[src/rtl/uinstr_exec.sv]
// Micro-instruction executor: 16-entry register file, two-operand ALU with a
// widening multiply that writes back its high half one cycle after the low half.
package config_pkg;
   localparam int AW = 4;
   localparam int DW = 20;
   localparam int CW = 4;

   typedef struct packed {
      logic [AW-1:0] vrs1;
      logic [AW-1:0] vrs2;
      logic [AW-1:0] vrs3;
      logic [CW-1:0] opcode;
   } uinstr_t;

   typedef logic [2*DW-1:0] w_data_t;
endpackage

module uinstr_exec
   import config_pkg::*;
(
   input  logic          clk_i,
   input  logic          rst_i,
   input  uinstr_t       uinstr_i,
   input  logic          uinstr_valid_i,
   output logic          uinstr_ready_o,
   input  logic          reg_we_i,
   input  logic [AW-1:0] reg_waddr_i,
   input  logic [DW-1:0] reg_wdata_i,
   input  logic [AW-1:0] reg_raddr_i,
   output logic [DW-1:0] reg_rdata_o,
   output logic          done_o,
   output logic          err_o,
   output logic [1:0]    state_o
);

   // Handshake: an instruction transfers at a rising edge where
   // uinstr_valid_i and uinstr_ready_o are both high; the initiator holds
   // uinstr_i stable until that edge.

   localparam logic [CW-1:0] OP_NOP = 4'd0;
   localparam logic [CW-1:0] OP_ADD = 4'd1;
   localparam logic [CW-1:0] OP_SUB = 4'd2;
   localparam logic [CW-1:0] OP_AND = 4'd3;
   localparam logic [CW-1:0] OP_OR  = 4'd4;
   localparam logic [CW-1:0] OP_XOR = 4'd5;
   localparam logic [CW-1:0] OP_MUL = 4'd6;
   localparam logic [CW-1:0] OP_MOV = 4'd7;

   typedef enum logic [1:0] {IDLE = 2'd0, EXEC = 2'd1, WB_HI = 2'd2} state_t;

   state_t        state;
   logic [DW-1:0] regs [2**AW];
   logic [CW-1:0] op_q;
   logic [AW-1:0] dst_q;
   logic [AW-1:0] dst_hi;
   logic [DW-1:0] a_q;
   logic [DW-1:0] b_q;
   logic [DW-1:0] hi_q;
   w_data_t       prod;
   logic [DW-1:0] result;
   logic          wr_en;
   logic          illegal;

   assign uinstr_ready_o = (state == IDLE) && !rst_i;
   assign reg_rdata_o    = regs[reg_raddr_i];
   assign state_o        = state;
   assign dst_hi         = dst_q + 1'b1;

   always_comb begin
      prod    = w_data_t'(a_q) * w_data_t'(b_q);
      result  = '0;
      wr_en   = 1'b1;
      illegal = 1'b0;
      case (op_q)
         OP_NOP:  wr_en  = 1'b0;
         OP_ADD:  result = a_q + b_q;
         OP_SUB:  result = a_q - b_q;
         OP_AND:  result = a_q & b_q;
         OP_OR:   result = a_q | b_q;
         OP_XOR:  result = a_q ^ b_q;
         OP_MUL:  result = prod[DW-1:0];
         OP_MOV:  result = a_q;
         default: begin
            wr_en   = 1'b0;
            illegal = 1'b1;
         end
      endcase
   end

   always_ff @(posedge clk_i) begin
      if (rst_i) begin
         state  <= IDLE;
         done_o <= 1'b0;
         err_o  <= 1'b0;
         op_q   <= '0;
         dst_q  <= '0;
         a_q    <= '0;
         b_q    <= '0;
         hi_q   <= '0;
         for (int i = 0; i < 2**AW; i++) regs[i] <= '0;
      end else begin
         done_o <= 1'b0;
         err_o  <= 1'b0;
         // Host write goes first so a same-address internal write-back below overrides it.
         if (reg_we_i) regs[reg_waddr_i] <= reg_wdata_i;
         case (state)
            IDLE: begin
               if (uinstr_valid_i) begin
                  op_q  <= uinstr_i.opcode;
                  dst_q <= uinstr_i.vrs3;
                  a_q   <= regs[uinstr_i.vrs1];
                  b_q   <= regs[uinstr_i.vrs2];
                  state <= EXEC;
               end
            end
            EXEC: begin
               if (wr_en) regs[dst_q] <= result;
               if (op_q == OP_MUL) begin
                  hi_q  <= prod[2*DW-1:DW];
                  state <= WB_HI;
               end else begin
                  done_o <= 1'b1;
                  err_o  <= illegal;
                  state  <= IDLE;
               end
            end
            WB_HI: begin
               regs[dst_hi] <= hi_q;
               done_o       <= 1'b1;
               state        <= IDLE;
            end
            default: state <= IDLE;
         endcase
      end
   end

endmodule
[config.mk]
export PLATFORM = sky130hd
export DESIGN_NAME = uinstr_exec
export DESIGN_NICKNAME = d
export VERILOG_FILES = /design/src/rtl/uinstr_exec.sv
export SDC_FILE = /design/constraint.sdc
export NUM_CORES = 2
export LEC_CHECK = 0
export CORE_MARGIN = 2
export CORE_UTILIZATION = 45
export DETAILED_ROUTE_END_ITERATION = 12
export PLACE_DENSITY_LB_ADDON = 0.12
export SLEW_MARGIN = 15
export SYNTH_ARGS = -nofsm -noshare
export SYNTH_HDL_FRONTEND = slang
export SYNTH_SLANG_ARGS = --single-unit
export TNS_END_PERCENT = 5
[constraint.sdc]
create_clock -name clk_i -period 9.8 [get_ports clk_i]
set_input_delay 2.45 -clock clk_i [delete_from_list [all_inputs] [get_ports clk_i]]
set_output_delay 2.45 -clock clk_i [all_outputs]
set_load 0.005 [all_outputs]
==> flow_summary.yaml <==
flow_run:
  maxCapViolCount: 0
sta:
  setup-violations-final: 0
  period_share_pct: 83.2
  maxSlewViolCount: 0
  tightestPinTransition_ns: 1.22
  finalWorstSetupSlack_ns: 1.64
  finalSetupTns_ns: 0
  period_needed_ns: 8.16
  slew-limit-headroom_pct: 18.6
  whs_ns: 0.454
  skew_ns: 0.0160
  rsz0062_at_grt: "no"
  fmax_mhz: 123
  hold_viol: 0
floorplanning:
  ios: 73
  core-area_mm2: 0.0866
  die_x_um: 299
  die_h_um: 299
  start_util_pct: 45.3
  dieArea_mm2: 0.0896
  fp-row-count: 108
critical_path:
  max_stage_delay_ns: 0.69
  crit_chain: "clkinv_1 -> nor2_1 -> fa_1 -> fa_1 -> inv_1 -> fa_1 -> inv_1 -> fa_1 -> inv_1 -> fa_1 -> inv_1 -> fa_1 -> inv_1 -> fa_1 -> inv_1 -> ha_1 -> nand2_1 -> nor3_1 -> o31ai_1 -> and3_1 -> xnor2_1 -> o221ai_1 -> a22oi_2 -> o21ai_0"
  crit_path_start_kind: "flip-flop"
  cp_common_cell: "fa_1"
  r2r_start: "b_q[3]"
  crit_fanout: 16
  reg2reg_to: "regs[9][15]"
  crit_buf_inv: 7
  rrSetupSlack_ns: 1.64
  slowest_stage: "a22oi_2"
  crit_family: "adder cells"
  cp.depth: 24
  reg2reg_depth: 24
  critPathCapture: "regs[9][15]"
  crit_path_end_kind: "flip-flop"
  crit_arrival_ns: 8.47
  required_ns: 10.11
  critPathKind: "reg -> reg"
  crit_start: "b_q[3]"
route:
  wl_per_cell_um: 30.5
  drtAntennaViolNets: 0
  dr.pass1.iters: 8
  drcViolationCount: 0
  drt_iter0_drc: 4044
  via_count: 31900
  via_per_inst: 6.45
  wirelength_um: 151000
yosys:
  yosys-top-cells-area: "edfxtp_1 (24%), mux4_2 (17%), fa_1 (16%)"
  synth.cell_area_mm2: 0.0393
  syn-instance-count: 3863
  async_flop_share_pct: 0
  yosysSeqAreaShare_pct: 28.2
  synth_seq_cells: 392
  synth_edf_count: 320
  synth_nets: 4446
  yosysTopAreaCell: "edfxtp_1"
  yosys_warnings: 0
  avgSynthCellArea_um2: 10.2
  ys_types: 81
  synthFlopType: "edfxtp_1"
  netlist.area_leader.share_pct: 24.5
clock_tree:
  cts_tree: "yes"
  cts_resized: 0
  clk_latency_ns: 0.59
  postCtsSetupRepairBufs: 0
  cts_buffers: 45
  h-tree-depth: 2
  root_buffer: "clkbuf_16"
  cts_sinks: 392
  hold_buffers: 0
  clk_path_buf_depth: 3
  path_clk_slew_ns: 0.06
placement:
  numPortBuffers: 72
  preCtsSetupSlack_ns: 1.60
  gp_congestion: 0.980
  dp_hpwl_um: 103000
power_and_ir_drop:
  powerDensity_mw_per_mm2: 119
  vdd.ir_drop.worst_mv: 0.128
  leakagePower_uw: 0.0161
global_route:
  grt_overflow: 0
  antenna_found_initial: 4
  grt_max_degree: 61
  track_usage_pct: 34.1
  grt_pass1_wl_um: 221000
  grt_pass1_vias: 31900
layout:
  seqCellArea_mm2: 0.0111
  fillers: 8080
  area_growth_pct: 8.24
  layout.nets: 4340
  antenna_cells: 0
  drive_gt1_share_pct: 14.1
  multiInputGateArea_mm2: 0.0254
worst_hold_path:
  min_path_type: "reg -> reg"
  worstHoldStart: "hi_q[4]"
status:
  run_status: "finished, final reports clean"
state kept, by name, indices dropped and copies added, names as in the netlist:
name     flops
op_q         4
hi_q        20
done_o       1
dst_q        4
b_q         20
a_q         20
state_o      2
err_o        1
regs       320
placed cells by master (no fill, tap or decap), types with 16 or more instances in the layout:
cell type	count
dfxtp_1	72
a21oi_1	127
clkbuf_1	17
buf_4	123
mux4_2	300
ha_1	214
nand3_1	325
clkinv_1	23
nor2_1	257
o21ai_0	335
xnor2_1	42
inv_1	415
clkdlybuf4s50_1	61
o31ai_1	25
nor3_1	21
xor2_1	16
fa_1	321
edfxtp_1	320
nand2_1	419
clkbuf_16	46
o21ai_1	16
a21o_1	29
a31oi_1	35
cells by family (layout without fill, tap and decap cells):
kind of cell / count (synthesis) / count (layout) / synth area share (%)
AND/OR/NAND/NOR: 1127 / 1127 / 12.6
buffers and inverters: 778 / 704 / 7.47
AO/OA/AOI/OAI: 669 / 669 / 10.0
adder cells (fa/ha/maj): 535 / 535 / 23.2
flip-flops: 392 / 392 / 28.2
multiplexers: 304 / 304 / 17.3
XOR/XNOR: 58 / 58 / 1.29
tightest hold or removal path, stage by stage, from the launching register on:
cell	delay (ns)
dfxtp_1	0.31
nand2_1	0.05
a21oi_1	0.05
per-stage QoR:
step	utilization, %	power, uW	cells	cell area (um^2)
final	49.1	5080	4944	42500
after global routing	49.1	5240	4944	42500
after floorplan	-	2840	3863	39300
after global placement	47.4	3360	4865	41100
after CTS	49.0	5060	4944	42500
after detailed placement	47.4	3360	4865	41100
power by group:
group          leakage, uW  internal (uW)  switching (uW)
Sequential         0.00380           1880            88.0
Combinational       0.0116            535             856
Clock             0.000684            987             728
Total               0.0161           3400            1670
synthesized netlist by cell type, types with 42 or more instances:
library cell / instances
a21oi_1: 129
buf_1: 77
clkbuf_1: 258
dfxtp_1: 72
edfxtp_1: 320
fa_1: 321
ha_1: 214
inv_1: 415
mux4_2: 300
nand2_1: 424
nand3_1: 325
nor2_1: 269
o21ai_0: 335
xnor2_1: 42
how the worst min path moves through the flow:
stage                          to  cells after the start
final                     hi_q[4]                      2
after global routing      hi_q[4]                      2
after CTS                 hi_q[4]                      2
after detailed placement  hi_q[4]                      2
after global placement    hi_q[4]                      2
after floorplan           hi_q[9]                      2
per-layer routing:
layer / GRT usage (%) / share of wire [%] / up-vias
met5: 0 / 0.027 / -
met4: 14.9 / 5.2 / 6
met3: 7.41 / 11 / 386
met2: 52.4 / 45 / 2044
met1: 46.7 / 39 / 16100
li1: - / - / 13400
area by class of cell:
class	count	share of cell area [%]
Inverter	435	3.84
Tap cell	1155	3.40
Clock inverter	13	0.368
Clock buffer	66	2.96
Sequential cell	392	26.0
Multi-Input combinational cell	2693	59.7
Timing Repair Buffer	190	3.73
Power figures use the tool's default switching activity.
